===== src/rtl/lsu_ctrl.sv =====
// lsu_ctrl: load/store control in front of the data-memory port; splits misaligned half/word
// accesses into byte beats when LSU_MISALIGN_SPLIT_EN is defined, otherwise rejects them with rsp_err.
module lsu_ctrl (
   input  logic        clk,
   input  logic        rstn,
   input  logic        req_valid,
   output logic        req_ready,
   input  logic        req_wr,
   input  logic [2:0]  req_type,
   input  logic [31:0] req_addr,
   input  logic [31:0] req_wdata,
   output logic        rsp_valid,
   input  logic        rsp_ready,
   output logic [31:0] rsp_rdata,
   output logic        rsp_err,
   output logic        mem_wr_en,
   output logic [2:0]  mem_rw_type,
   output logic [31:0] mem_data_addr,
   output logic [31:0] mem_data_in,
   input  logic [31:0] mem_data_out
);
`ifdef LSU_MISALIGN_SPLIT_EN
   localparam logic split_en = 1'b1;
`else
   localparam logic split_en = 1'b0;
`endif
   typedef enum logic [1:0] {IDLE, ACCESS, RESP} state_t;
   state_t state, state_nxt;
   logic        wr_q, mis_q, err_q;
   logic [2:0]  type_q;
   logic [31:0] addr_q, wdata_q, asm_q, rdata_q;
   logic [1:0]  beat, last_q;
   logic        accept, req_mis, last, in_acc;
   logic [31:0] asm_nxt, ld_res;
   assign accept  = req_valid && req_ready;
   assign req_mis = (req_type[1] && req_addr[1:0] != 2'b00) || (req_type[1:0] == 2'b01 && req_addr[0]);
   assign last    = beat == last_q;
   assign in_acc  = state == ACCESS;
   always_ff @(posedge clk) begin
      if (!rstn)
         state <= IDLE;
      else
         state <= state_nxt;
   end
   always_comb begin
      state_nxt = state;
      case (state)
         IDLE:    state_nxt = !accept ? IDLE : (req_mis && !split_en) ? RESP : ACCESS;
         ACCESS:  state_nxt = last ? RESP : ACCESS;
         RESP:    state_nxt = rsp_ready ? IDLE : RESP;
         default: state_nxt = IDLE;
      endcase
   end
   // Each beat owns a distinct byte lane, so the current byte simply overwrites its slot
   always_comb begin
      asm_nxt = asm_q;
      asm_nxt[{beat, 3'b000} +: 8] = mem_data_out[7:0];
      ld_res = !mis_q ? mem_data_out :
               type_q[1] ? asm_nxt :
               {type_q[2] ? 16'h0000 : {16{asm_nxt[15]}}, asm_nxt[15:0]};
   end
   always_ff @(posedge clk) begin
      if (!rstn) begin
         wr_q    <= 1'b0;
         mis_q   <= 1'b0;
         err_q   <= 1'b0;
         type_q  <= 3'b000;
         addr_q  <= 32'h0;
         wdata_q <= 32'h0;
         asm_q   <= 32'h0;
         rdata_q <= 32'h0;
         beat    <= 2'b00;
         last_q  <= 2'b00;
      end else if (accept) begin
         wr_q    <= req_wr;
         mis_q   <= req_mis;
         err_q   <= req_mis && !split_en;
         type_q  <= req_type;
         addr_q  <= req_addr;
         wdata_q <= req_wdata;
         asm_q   <= 32'h0;
         rdata_q <= 32'h0;
         beat    <= 2'b00;
         last_q  <= !req_mis ? 2'd0 : req_type[1] ? 2'd3 : 2'd1;
      end else if (in_acc) begin
         beat  <= beat + 2'd1;
         asm_q <= asm_nxt;
         if (last)
            rdata_q <= wr_q ? 32'h0 : ld_res;
      end
   end
   // Write enable is cut by reset so a beat in flight at reset never commits
   always_comb begin
      req_ready     = state == IDLE;
      rsp_valid     = state == RESP;
      rsp_rdata     = rsp_valid ? rdata_q : 32'h0;
      rsp_err       = rsp_valid && err_q;
      mem_wr_en     = in_acc && wr_q && rstn;
      mem_rw_type   = !in_acc ? 3'b000 : mis_q ? 3'b100 : {type_q[2], type_q[1] ? 2'b10 : type_q[1:0]};
      mem_data_addr = in_acc ? addr_q + {30'h0, beat} : 32'h0;
      mem_data_in   = !in_acc ? 32'h0 : mis_q ? {24'h0, wdata_q[{beat, 3'b000} +: 8]} : wdata_q;
   end
endmodule


===== config.mk =====
export PLATFORM = sky130hd
export DESIGN_NAME = lsu_ctrl
export DESIGN_NICKNAME = d
export VERILOG_FILES = /design/src/rtl/lsu_ctrl.sv
export SDC_FILE = /design/constraint.sdc
export NUM_CORES = 1
export LEC_CHECK = 0
export BUFFER_PORTS_ARGS = -buffer_cell sky130_fd_sc_hd__buf_4
export CAP_MARGIN = 15
export CORE_MARGIN = 10
export CORE_UTILIZATION = 40
export CTS_CLUSTER_DIAMETER = 150
export DETAILED_ROUTE_END_ITERATION = 16
export GPL_TIMING_DRIVEN = 0
export PLACE_DENSITY = 0.71
export SYNTH_ARGS = -nofsm -noshare
export SYNTH_HDL_FRONTEND = slang
export SYNTH_SLANG_ARGS = --single-unit

===== constraint.sdc =====
create_clock -name clk -period 3.5 [get_ports clk]
set_clock_uncertainty 0.05 [all_clocks]
set_input_delay 0.7 -clock clk [delete_from_list [all_inputs] [get_ports clk]]
set_output_delay 0.7 -clock clk [all_outputs]
set_load 0.02 [all_outputs]

==> impl_summary.md, run 1 <==
STA
For this run, the top clock speed supported by timing is between 0.2 and 0.3 GHz. After routing, the total negative slack on setup checks comes to 0 ps. Setup violations remaining at the end of the flow were counted as 0. Setup repair after global routing left no endpoint under its margin. The worst-case hold slack is 391.6 ps. At the pin with the least slew margin, the transition time is 965.8 ps.

The final critical-path required period is 3374 ps. The worst relative slew slack is 35.33%. The number of max-slew violations in the final report is 0. The share of the clock period used by the worst path after layout is 96.41%. The count of endpoints failing hold in the final timing report came to 0.

Logic synthesis
The top-area cell type share of the netlist area is between 30% and 40%. After technology mapping, the gate count stands at around 950. The leading register cell type out of synthesis is dfxtp_1. The most area-hungry cell type in the Yosys netlist is dfxtp_1. By area the synthesized netlist is led by dfxtp_1, nand2_1, a21oi_1.

After synthesis the netlist holds a flip-flop and latch count of about 140. The count of flip-flops with a built-in enable after synthesis is 0. In this run the mean area of a mapped cell was around 7.6 sq um.

The Yosys step of the flow raised 0 warnings. The post-synthesis async set-or-reset flop share is 0%. The total nets after synthesis is roughly 1100. The count of unique library cells instantiated by Yosys is a little under 60. The synthesized netlist occupies a cell area of approximately 7200 sq um.

The part of the Yosys area used for sequential elements is 38.53%.

Critical path
STA puts the critical path data required time at 2750 ps. The category of the most critical setup path is flop to output pin. The slack of the worst reg-to-reg path is around 460 ps. The startpoint of the lowest-slack register-to-register path is beat[0]$_SDFFE_PP0P_. Of all nets on the critical path, the largest fanout is 10.

Data arrives at the worst endpoint at approximately 2600 ps. The sort of element at the end of the critical path is an output pin. The endpoint of the worst-slack reg-to-reg timing path is rdata_q[23]$_SDFFE_PP0N_. The worst setup path is launched from a flop.

The worst register-to-register path has a depth of 9.

Finish
The filler cells instantiated in the layout total roughly 1700. The number of antenna cells inserted is 0. In the layout the commonest cells are buf_4, nand2_1, dfxtp_1. The post-layout instance count excluding filler cells is 1403.

The fraction of layout cells with a size suffix above 1 is between 20% and 30%. The most common library cell in the layout ignoring fill and taps is buf_4. The area added between synthesis and finish is 34.51%. The number of nets in the finished design is around 1300. The post-route cell area is ~9600 sq um.

Once layout is complete, the utilization of the core stands at 55.38%.

Power and ir drop
For this design the ratio of total power to cell area is between 400 and 500 nW/um^2. The static leakage is 3.775 nW. Across the VDD grid, the largest voltage drop is 0.3433 mV.

Clocking
The total number of clock tree sinks is 138. The clock-pin slew on the worst setup and hold paths is 70 ps. The clock buffer count from CTS is 17.

Clock latency on the worst-skew pair, taken at its later pin, is between 400 and 500 ps. The library cell used as clock root buffer is clkbuf_16. The maximum buffer depth of the clock tree is 2. The H-tree was split into 4 levels. After clock tree synthesis, the setup repair step added 0 buffers. The CTS tree is done.

Die
The area of the die is roughly 24000 sq um. The initial utilization of the core area, before any placement, comes to approximately two fifths. After floorplanning, the core was sized to cover 17420 sq um.

After floorplanning, the core was divided into 48 placement rows. The die span in x is 153.9 microns. From bottom edge to top edge, the die measures 153.9 microns.

The boundary pin count is approximately 210.

Drt
In this run the remaining antenna-violating nets after routing total 0. The detailed-route vias per instance is approximately 5.5. The wire length after detailed routing is ~26000 microns.

The detailed-route wire length per cell is around 19 microns. The final route contains approximately 7800 vias. The DRC violation count after routing is 0. The starting DRC count in detailed routing is 697. The length of the first detailed-routing pass in iterations is 5.

Global routing
Global routing finished with a remaining overflow of 0. The initial antenna violation count is 0. The maximum number of pins on one net before global-route repair is 17. The via count of the first global-routing pass is roughly 7700.

The global router's overall resource usage is 21.27%. The first-pass GRT wire length is 41220 microns.

Placement
The placed instances occupy a cell area of approximately 9000 sq um. Once placement completed, the tool counted placed cells totaling around 1400. The sum of net half-perimeters after detailed placement is about 20000 microns. The total of buffers placed on input and output ports is between 150 and 200. The congestion estimate from routability-driven global placement came to 0.8760.

Job
Max-cap violations in this run came to 0.

Status
The run finished with clean final reports.

Min path
The worst hold path passes through 2 cells. The origin of the worst min-delay path is rdata_q[17]$_SDFFE_PP0N_. The min-delay analysis places its worst path in the category flop to flop. The hold-critical path endpoint is rdata_q[17]$_SDFFE_PP0N_.
## worst max path at each step
stage	startpoint	to	cells after the start
3_3_place_gp	beat[1]$_SDFFE_PP0P_	mem_data_addr[30]	8
3_5_place_dp	beat[0]$_SDFFE_PP0P_	mem_data_addr[30]	9
5_1_grt	last_q[0]$_SDFFE_PN0N_	mem_rw_type[2]	7
6_report	beat[0]$_SDFFE_PP0P_	mem_data_addr[28]	9
4_1_cts	beat[0]$_SDFFE_PP0P_	mem_data_addr[30]	9
2_1_floorplan	beat[0]$_SDFFE_PP0P_	mem_data_addr[28]	8
## final cells by class
type | instances | area, sq um | area share [%]
multi-input cells | 720 | 4105 | 42.56
flip-flops and latches | 138 | 2769 | 28.71
repair buffers | 200 | 1499 | 15.54
clock buffers | 18 | 439.2 | 4.553
plain buffers | 79 | 331.6 | 3.438
well taps | 225 | 281.5 | 2.919
clock inverters | 14 | 186.4 | 1.933
inverters | 9 | 33.78 | 0.3502
## per-layer routing
metal,GRT usage [%],up-vias,routed length (microns)
met5,0,-,0
met4,4.184,0,218
met3,7.392,19,2713
met2,33.74,331,11930
met1,27.40,3593,11110
li1,-,3811,-
## logic make-up after synthesis
group | synth area share, %
buffers and inverters | 4.903
adders and majority gates | 1.501
AOI/OAI and AO/OA | 22.98
and+or+nand+nor | 28.72
muxes | 1.309
DFF | 38.53
xor gates and xnor gates | 2.059
## per-stage QoR
| step | total power [mW] | setup slack (ps) |
|---|---|---|
| after global placement | 2.386 | 240.7 |
| final | 4.292 | 125.6 |
| after floorplan | 2.117 | 565.2 |
| after CTS | 4.291 | 17.40 |
| after global routing | 4.455 | 0.6606 |
| after detailed placement | 2.395 | 193.6 |
## registers in the layout, indices dropped and copies added, names as in the netlist
name     flops
rdata_q     32
state        2
beat         2
last_q       2
wdata_q     32
type_q       3
asm_q       32
wr_q         1
addr_q      32
## critical path, stage by stage (launching register included)
cell and delay (ps):
dfxtp_4 380, ha_4 150, fa_2 230, and3_1 160, buf_4 160, nand3_2 100, clkbuf_8 180, or4_1 490
a21oi_2 170, buf_4 160
## power by group
group	internal, mW	total [mW]	switching [mW]
Clock	1.16	1.92	0.765
Combinational	0.239	0.639	0.400
Sequential	1.65	1.73	0.0797
Total	3.05	4.29	1.24
## synth_stat cells (8+ instances only)
library cell	instances
nand2_1	193
and3_1	26
buf_2	11
nand4_1	11
o21a_1	8
or3_1	12
a21oi_1	132
and2_1	36
xor2_1	9
buf_1	10
o2bb2ai_1	8
o21ai_1	9
dfxtp_1	138
nor2_1	52
o31ai_1	13
or4_1	18
clkbuf_1	57
nand3_1	21
o21ai_0	35
a221oi_1	23
a22oi_1	24
nor3_1	10
## timing repair
item | CTS | global route
gates resized for setup | 11 | 8
endpoints found under the setup margin | 8 | 12
pin swaps | 0 | 1
hold buffers | 0 | 0
No activity file was read; power rests on OpenSTA's default activity.
==> run 2: changes to the inputs <==
--- a/config.mk
+++ b/config.mk
@@ -5,14 +5,15 @@
 export SDC_FILE = /design/constraint.sdc
 export NUM_CORES = 1
 export LEC_CHECK = 0
+export ABC_AREA = 1
 export BUFFER_PORTS_ARGS = -buffer_cell sky130_fd_sc_hd__buf_4
-export CAP_MARGIN = 15
+export CAP_MARGIN = 20
 export CORE_MARGIN = 10
 export CORE_UTILIZATION = 40
 export CTS_CLUSTER_DIAMETER = 150
 export DETAILED_ROUTE_END_ITERATION = 16
 export GPL_TIMING_DRIVEN = 0
-export PLACE_DENSITY = 0.71
+export PLACE_DENSITY = 0.7
 export SYNTH_ARGS = -nofsm -noshare
 export SYNTH_HDL_FRONTEND = slang
 export SYNTH_SLANG_ARGS = --single-unit
==> run 2 against run 1 <==
Net effect:
- area after synthesis increased by 8.5%
- cell count up 25%
- clock power shrank 10%
- design area rose by 6.0%
- synthesized cell count increased by 33%
- die area is 7.4% higher
- worst hold slack better by 22 ps
- flip-flop and latch count unchanged
- non-clock buffer count rose by 5
- count of clock-buffer cells in the layout is 2 higher
- via count increased by 14%
- utilization fell by 1.3 points
- largest cell class unchanged
- largest power group is now registers
- highest routed layer unchanged
==> impl_summary.md, run 2 <==
Global routing
The first-pass GRT wire length is 45090 microns (was 41220 microns). The initial antenna violation count is 0 (unchanged). The maximum number of pins on one net before global-route repair is 17 (unchanged).

The global router's overall resource usage is 21.68% (was 21.27%). The via count of the first global-routing pass was 8397 (was 7674). The total global routing overflow is 0 (unchanged).

Clocking
The total number of H-tree levels is 4 (unchanged). The insertion delay of the later-clocked pin in the worst-skew pair came to 430 ps (about the same). The maximum buffer depth of the clock tree came to 2 (unchanged). The clock buffer count from CTS came to 17 (unchanged). The CTS tree is done (unchanged).

The library cell used as clock root buffer is clkbuf_16 (unchanged). The clock-pin slew on the worst setup and hold paths is 60 ps (was 70 ps). The total number of clock tree sinks came to 138 (unchanged).

STA
Unrepaired setup endpoints after global routing: false (unchanged). The final critical-path required period is 3320 ps (was 3374 ps). The measured slew at the worst slew-check pin is 611.4 ps (was 965.8 ps). The count of endpoints failing hold in the final timing report is 0 (unchanged). The number of failing setup endpoints in the final timing report is 0 (unchanged). The number of max-slew violations in the final report is 0 (unchanged).

The total negative setup slack came to 0 ps (unchanged). The worst relative slew slack is 59.24% (was 35.33%). The share of the clock period used by the worst path after layout is 94.87% (was 96.41%). The highest clock rate is 0.3012 GHz (was 0.2964 GHz).

Logic synthesis
Commonest cells in the netlist: nor2_1, nand2_1, dfxtp_1, inv_1, o21ai_0 (was nand2_1, dfxtp_1, a21oi_1, clkbuf_1, nor2_1). The area of the mapped netlist is 7782 sq um (was 7171 sq um). The count of warnings emitted by yosys is 0 (unchanged). Largest cells by area after synthesis: dfxtp_1, nor2_1, nand2_1 (was dfxtp_1, nand2_1, a21oi_1).

The total nets after synthesis came to 1366 (was 1058). The part of the Yosys area used for sequential elements was 35.50% (was 38.53%). The top-area cell type share of the netlist area is 35.50% (was 38.53%).

The mean cell area of the mapped netlist is 6.206 sq um (was 7.580 sq um). The most area-hungry cell type in the Yosys netlist is dfxtp_1 (unchanged). The post-synthesis register bit count is 138 (unchanged).

The count of flip-flops with a built-in enable after synthesis was 0 (unchanged). The leading register cell type out of synthesis is dfxtp_1 (unchanged). The most frequent cell after synthesis is nor2_1 (was nand2_1).

The count of unique library cells instantiated by Yosys was 39 (was 59). The post-synthesis async set-or-reset flop share came to 0% (unchanged). The cell count after synthesis is 1254 (was 946).

Finish
The number of antenna cells inserted is 0 (unchanged). The number of fillers in the final layout came to 2022 (was 1709). Most used cells in the layout excluding fill and tap cells: nor2_1, nand2_1, buf_4 (was buf_4, nand2_1, dfxtp_1).

The area added between synthesis and finish is 31.40% (was 34.51%). The most common library cell in the layout ignoring fill and taps is nor2_1 (was buf_4). The post-route cell area is 10230 sq um (was 9646 sq um). The post-layout instance count excluding filler cells is 1752 (was 1403). The fraction of layout cells with a size suffix above 1 is 18.50% (was 23.09%). The number of nets in the finished design is 1591 (was 1277).

Critical path
The family with the most delay on the worst path was simple AND/OR/NAND/NOR gates (unchanged). Ordered cell list for the critical path: ha_1 > fa_1 > nand2_1 > inv_1 > nand2_1 > nor2_1 > nand2_1 > nor2_1 > nor2_1 > nor3_1 > buf_4 (was ha_4 > fa_2 > and3_1 > buf_4 > nand3_2 > clkbuf_8 > or4_1 > a21oi_2 > buf_4). The data arrival time of the critical path was 2570 ps (was 2620 ps). The peak per-stage delay on the critical path is 420 ps (was 490 ps). The startpoint type of the worst setup path was a flop (unchanged). The largest driver fanout on the critical path was 5 (was 10). The sort of element at the end of the critical path is an output pin (unchanged). The category of the most critical setup path is flop to output pin (unchanged).

The required time reported for the critical path endpoint came to 2750 ps (about the same). The buffering stage count on the worst path with inverters included is 2 (was 3). The critical path's slowest cell is dfxtp_1 (was or4_1).

Job
The number of violations of the max-capacitance limit is 0 (unchanged).

Die
The die span in x is 159.5 microns (was 153.9 microns). The boundary pin count is 207 (unchanged). The core area is 18890 sq um (was 17420 sq um). The standard-cell row count came to 50 (was 48). The height of the die is 159.5 microns (was 153.9 microns). The starting utilization of the core area was 41.19% (was 41.17%). The area of the die is 25440 sq um (was 23680 sq um).

Placement
The total of buffers placed on input and output ports is 206 (was 199). The weighted congestion at the end of routability-driven global placement was 0.9276 (was 0.8760). The cell total after placement is 1720 (was 1370). The instance area at placement came to 9654 sq um (was 8951 sq um). The sum of net half-perimeters after detailed placement is 22480 microns (was 19640 microns).

Power and ir drop
The static leakage came to 4.520 nW (was 3.775 nW). The cell area power density is 421.0 nW/um^2 (was 444.9 nW/um^2). The post-layout total power came to 4.305 mW (was 4.292 mW). The maximum resistive drop on vdd was 0.4009 mV (was 0.3433 mV).

Drt
The wire length after detailed routing is 28920 microns (was 25970 microns). The detailed-route wire length per cell is 16.51 microns (was 18.51 microns). The via count of the routed design is 8809 (was 7754). The starting DRC count in detailed routing is 854 (was 697). The length of the first detailed-routing pass in iterations is 6 (was 5).

The DRC violation count after routing is 0 (unchanged). The count of nets left with antenna violations after detail routing is 0 (unchanged). The detailed-route vias per instance is 5.028 (was 5.527).

Status
Result of the run: finished clean (unchanged).

Min path
The classification of the worst-slack hold path is flop to flop (unchanged).
## run 2: cell count changes after synthesis, moves of 12 or more
cell      delta
inv_1      +131
nand3_1     +18
and3_1      -26
nor2_1     +238
a221oi_1    -23
a21oi_1     -36
o21ai_0     +85
or4_1       -18
or3_1       -12
nand2_1     +34
and2_1      -35
a22oi_1     -17
## run 2: layout make-up
type / instances / area, sq um / area share [%]
Buffer: 78 / 346.6 / 3.389
Inverter: 141 / 529.3 / 5.176
Multi-Input combinational cell: 897 / 4159 / 40.67
Clock inverter: 12 / 100.1 / 0.9788
Timing Repair Buffer: 206 / 1546 / 15.12
Tap cell: 260 / 325.3 / 3.181
Clock buffer: 20 / 456.7 / 4.466
Sequential cell: 138 / 2763 / 27.02
## run 2: repair_timing
action                                  4_1_cts  5_1_grt
setup buffers                                 0        0
hold buffers                                  0        0
endpoints found under the setup margin        0        5
resized for setup                             0        4
## run 2: final timing paths
path | start | to | slack, ps | depth (start not counted)
worst min-delay path | rdata_q[8]$_SDFFE_PP0N_ | rdata_q[8]$_SDFFE_PP0N_ | 410 | 2
worst min register to register | rdata_q[8]$_SDFFE_PP0N_ | rdata_q[8]$_SDFFE_PP0N_ | 410 | 2
worst max register to register | beat[0]$_SDFFE_PP0P_ | rdata_q[9]$_SDFFE_PP0N_ | 750 | 10
worst max-delay path | beat[0]$_SDFFE_PP0P_ | mem_data_addr[16] | 180 | 11
## run 2: logic make-up (layout without fill, tap and decap cells)
family / after synthesis / count (layout) / synth area share (%)
xor+xnor: 5 / 5 / 0.6592
fa+ha+maj: 8 / 8 / 1.383
flops: 138 / 138 / 35.50
buf+inv: 219 / 457 / 11.25
compound gates: 275 / 275 / 19.55
simple gates: 609 / 609 / 31.66
## run 2: per-stage QoR
stage               util, %  worst slack [ps]  hold slack, ps
floorplan                 -             862.8           395.3
global placement      51.10             602.6           403.9
detailed placement    51.10             527.6           406.0
CTS                   54.05             62.10           415.1
global route          54.13             8.083           429.8
finish                54.13             179.6           414.0
## run 2: tightest hold or removal path, cell delays in order (launching register included)
cell and delay [ps]:
dfxtp_1 310, nand2_1 60, a21oi_1 50
## run 2: report_power, final
group / total [mW] / leakage (nW) / switching (mW) / internal [mW]
Combinational: 0.810 / 3.12 / 0.520 / 0.290
Clock: 1.72 / 0.271 / 0.715 / 1.01
Sequential: 1.77 / 1.13 / 0.0895 / 1.68
Total: 4.30 / 4.52 / 1.32 / 2.98
## run 2: routing by layer
layer | GRT usage [%] | up-vias | part of all wire [%]
met5 | 0 | - | 0
met2 | 34.98 | 361 | 45
li1 | - | 4474 | -
met3 | 6.532 | 44 | 8.3
met1 | 27.64 | 3930 | 45
met4 | 5.181 | 0 | 1.9
==> run 3: changes to the inputs <==
--- a/config.mk
+++ b/config.mk
@@ -13,7 +13,9 @@
 export CTS_CLUSTER_DIAMETER = 150
 export DETAILED_ROUTE_END_ITERATION = 16
 export GPL_TIMING_DRIVEN = 0
-export PLACE_DENSITY = 0.7
+export PLACE_DENSITY_LB_ADDON = 0.15
+export RECOVER_POWER = 50
+export SETUP_SLACK_MARGIN = 0.2
 export SYNTH_ARGS = -nofsm -noshare
 export SYNTH_HDL_FRONTEND = slang
 export SYNTH_SLANG_ARGS = --single-unit
==> run 3 against run 2 <==
Net effect:
- combinational power fell by 0.9%
- non-clock buffer count is the same
- via count rose by 0.22%
- sequential share of layout area decreased by 0.14 points
- largest cell class unchanged
- flip-flop and latch count unchanged
- sequential power is essentially flat
- worst setup slack better by 120 ps
- critical path type unchanged
- critical path depth stayed put
==> impl_summary.md, run 3 (same netlist as run 2, synthesis figures left out) <==
Placement
The sum of net half-perimeters after detailed placement was 22740 microns (was 22480 microns). The total of buffers placed on input and output ports is 206 (unchanged). The instance area at placement came to 9654 sq um (unchanged). The cell total after placement is 1720 (unchanged). The weighted congestion at the end of routability-driven global placement is 0.9187 (was 0.9276).

Die
The standard-cell row count is 50 (unchanged). The area of the die was 25440 sq um (unchanged). The height of the die is 159.5 microns (unchanged).

The boundary pin count is 207 (unchanged). The die span in x is 159.5 microns (unchanged). The core area was 18890 sq um (unchanged). The starting utilization of the core area is 41.19% (unchanged).

Drt
The detailed-route wire length per cell was 16.65 microns (was 16.51 microns). The DRC violation count after routing is 0 (unchanged). The via count of the routed design was 8828 (was 8809). The count of nets left with antenna violations after detail routing is 0 (unchanged). The length of the first detailed-routing pass in iterations is 5 (was 6). The detailed-route vias per instance is 5.036 (was 5.028).

The wire length after detailed routing is 29190 microns (was 28920 microns). The starting DRC count in detailed routing is 793 (was 854).

STA
The final critical-path required period is 3202 ps (was 3320 ps). The worst-case hold slack is 414.6 ps (was 414.0 ps). Unrepaired setup endpoints after global routing: true (was false). The number of max-slew violations in the final report was 0 (unchanged). The highest clock rate came to 0.3123 GHz (was 0.3012 GHz).

The total negative setup slack is 0 ps (unchanged). The measured slew at the worst slew-check pin is 658.3 ps (was 611.4 ps). The number of failing setup endpoints in the final timing report was 0 (unchanged). The worst relative slew slack is 56.11% (was 59.24%). The count of endpoints failing hold in the final timing report is 0 (unchanged). The share of the clock period used by the worst path after layout came to 91.49% (was 94.87%).

Finish
The number of fillers in the final layout is 2038 (was 2022). The fraction of layout cells with a size suffix above 1 was 17.69% (was 18.50%). The area used by multi-input combinational logic is 4180 sq um (was 4159 sq um). Most used cells in the layout excluding fill and tap cells: nor2_1, nand2_1, buf_4 (unchanged).

The area added between synthesis and finish is 32.14% (was 31.40%). The most common library cell in the layout ignoring fill and taps is nor2_1 (unchanged). The area taken by flip-flops and latches was 2764 sq um (was 2763 sq um). The post-route cell area was 10280 sq um (was 10230 sq um). The post-layout instance count excluding filler cells came to 1753 (was 1752).

The number of nets in the finished design is 1591 (unchanged).

Global routing
The first-pass GRT wire length is 45210 microns (was 45090 microns). The global router's overall resource usage is 22.01% (was 21.68%). The total global routing overflow is 0 (unchanged). The via count of the first global-routing pass is 8399 (was 8397). The maximum number of pins on one net before global-route repair is 17 (unchanged). The initial antenna violation count was 1 (was 0).

Clocking
The insertion delay of the later-clocked pin in the worst-skew pair is 430 ps (about the same). The CTS tree is done (unchanged). The total setup buffers inserted after CTS is 0 (unchanged).

The library cell used as clock root buffer was clkbuf_16 (unchanged). The clock buffer count from CTS came to 17 (unchanged). The total number of H-tree levels is 4 (unchanged).

The total number of clock tree sinks is 138 (unchanged). The maximum buffer depth of the clock tree came to 2 (unchanged). The clock-pin slew on the worst setup and hold paths is 60 ps (about the same).

Critical path
The largest driver fanout on the critical path came to 6 (was 5). The data arrival time of the critical path is 2450 ps (was 2570 ps). The category of the most critical setup path is flop to output pin (unchanged). The beginning of the critical path is beat[0]$_SDFFE_PP0P_ (unchanged). The depth of the worst register-to-register path is 11 (was 10).

Ordered cell list for the critical path: ha_1 > fa_1 > nand2_1 > inv_1 > nand2_1 > nor2_4 > nand2_4 > nor2_4 > o21ai_0 > a21oi_1 > buf_4 (was ha_1 > fa_1 > nand2_1 > inv_1 > nand2_1 > nor2_1 > nand2_1 > nor2_1 > nor2_1 > nor3_1 > buf_4). The sort of element at the end of the critical path was an output pin (unchanged). The startpoint type of the worst setup path is a flop (unchanged).

The endpoint of the worst-slack reg-to-reg timing path was rdata_q[18]$_SDFFE_PP0N_ (was rdata_q[9]$_SDFFE_PP0N_). The startpoint of the lowest-slack register-to-register path is beat[0]$_SDFFE_PP0P_ (unchanged). The required time reported for the critical path endpoint is 2750 ps (about the same). The critical path's slowest cell is dfxtp_1 (unchanged). The peak per-stage delay on the critical path is 410 ps (was 420 ps).

The slack of the worst reg-to-reg path is 500 ps (was 750 ps).

Min path
The origin of the worst min-delay path is rdata_q[5]$_SDFFE_PP0N_ (was rdata_q[8]$_SDFFE_PP0N_). The hold-critical path endpoint was rdata_q[5]$_SDFFE_PP0N_ (was rdata_q[8]$_SDFFE_PP0N_). The classification of the worst-slack hold path is flop to flop (unchanged).

The worst hold path depth is 2 (unchanged).

Power and ir drop
The static leakage came to 4.504 nW (was 4.520 nW). The post-layout total power is 4.537 mW (was 4.305 mW). The maximum resistive drop on vdd is 0.4018 mV (was 0.4009 mV).

The cell area power density was 441.2 nW/um^2 (was 421.0 nW/um^2).

Job
The number of violations of the max-capacitance limit is 0 (unchanged).

Status
Result of the run: finished clean (unchanged).
==> run 3: critical path, delay by kind of cell, from the launching register on <==
family          cells  cell delay [ps]
compound gates      2              270
flops               1              410
fa+ha+maj           2              450
buf+inv             2              260
simple gates        5              630
==> run 3: worst max-delay path by stage <==
stage	end	slack, ps	cells after the start
floorplan	mem_data_addr[14]	860	9
global placement	mem_data_addr[12]	580	11
detailed placement	mem_data_addr[28]	560	13
CTS	mem_data_addr[28]	180	13
global route	mem_data_addr[18]	70	11
finish	mem_data_addr[18]	300	11
==> run 3: cell type report <==
cell class | instances | share of cell area [%]
multi-input combinational | 897 | 40.65
sequential | 138 | 26.88
timing repair buffer | 206 | 14.71
inverter | 141 | 5.147
clock buffer | 19 | 4.307
buffer | 78 | 3.261
tap | 260 | 3.163
clock inverter | 13 | 1.862
antenna | 1 | 0.02433
==> run 3: timing repair <==
action                                  in CTS  in global routing
endpoints found under the hold margin        0                  0
endpoints found under the setup margin       3                 18
hold buffers                                 0                  0
pin swaps                                    0                  1
resized for setup                            1                 15
==> run 3: through the flow <==
step | setup WS, ps | utilization (%)
CTS | 182.2 | 54.47
global route | 68.57 | 54.42
detailed placement | 561.0 | 51.10
global placement | 581.6 | 51.10
finish | 297.8 | 54.43
floorplan | 862.8 | -
==> run 3: report_power, final <==
part           switching (mW)  leakage, nW  internal (mW)
Combinational           0.519         3.07          0.284
Clock                   0.747        0.300           1.22
Sequential             0.0870         1.13           1.68
==> run 3: routing by layer <==
metal	share of wire (%)	global-route usage [%]	wire, microns	up-vias
li1	-	-	-	4498
met1	45	27.50	13010	3990
met2	46	35.53	13350	308
met3	8.1	7.023	2371	32
met4	1.6	6.108	457	0
met5	0	0	0	-
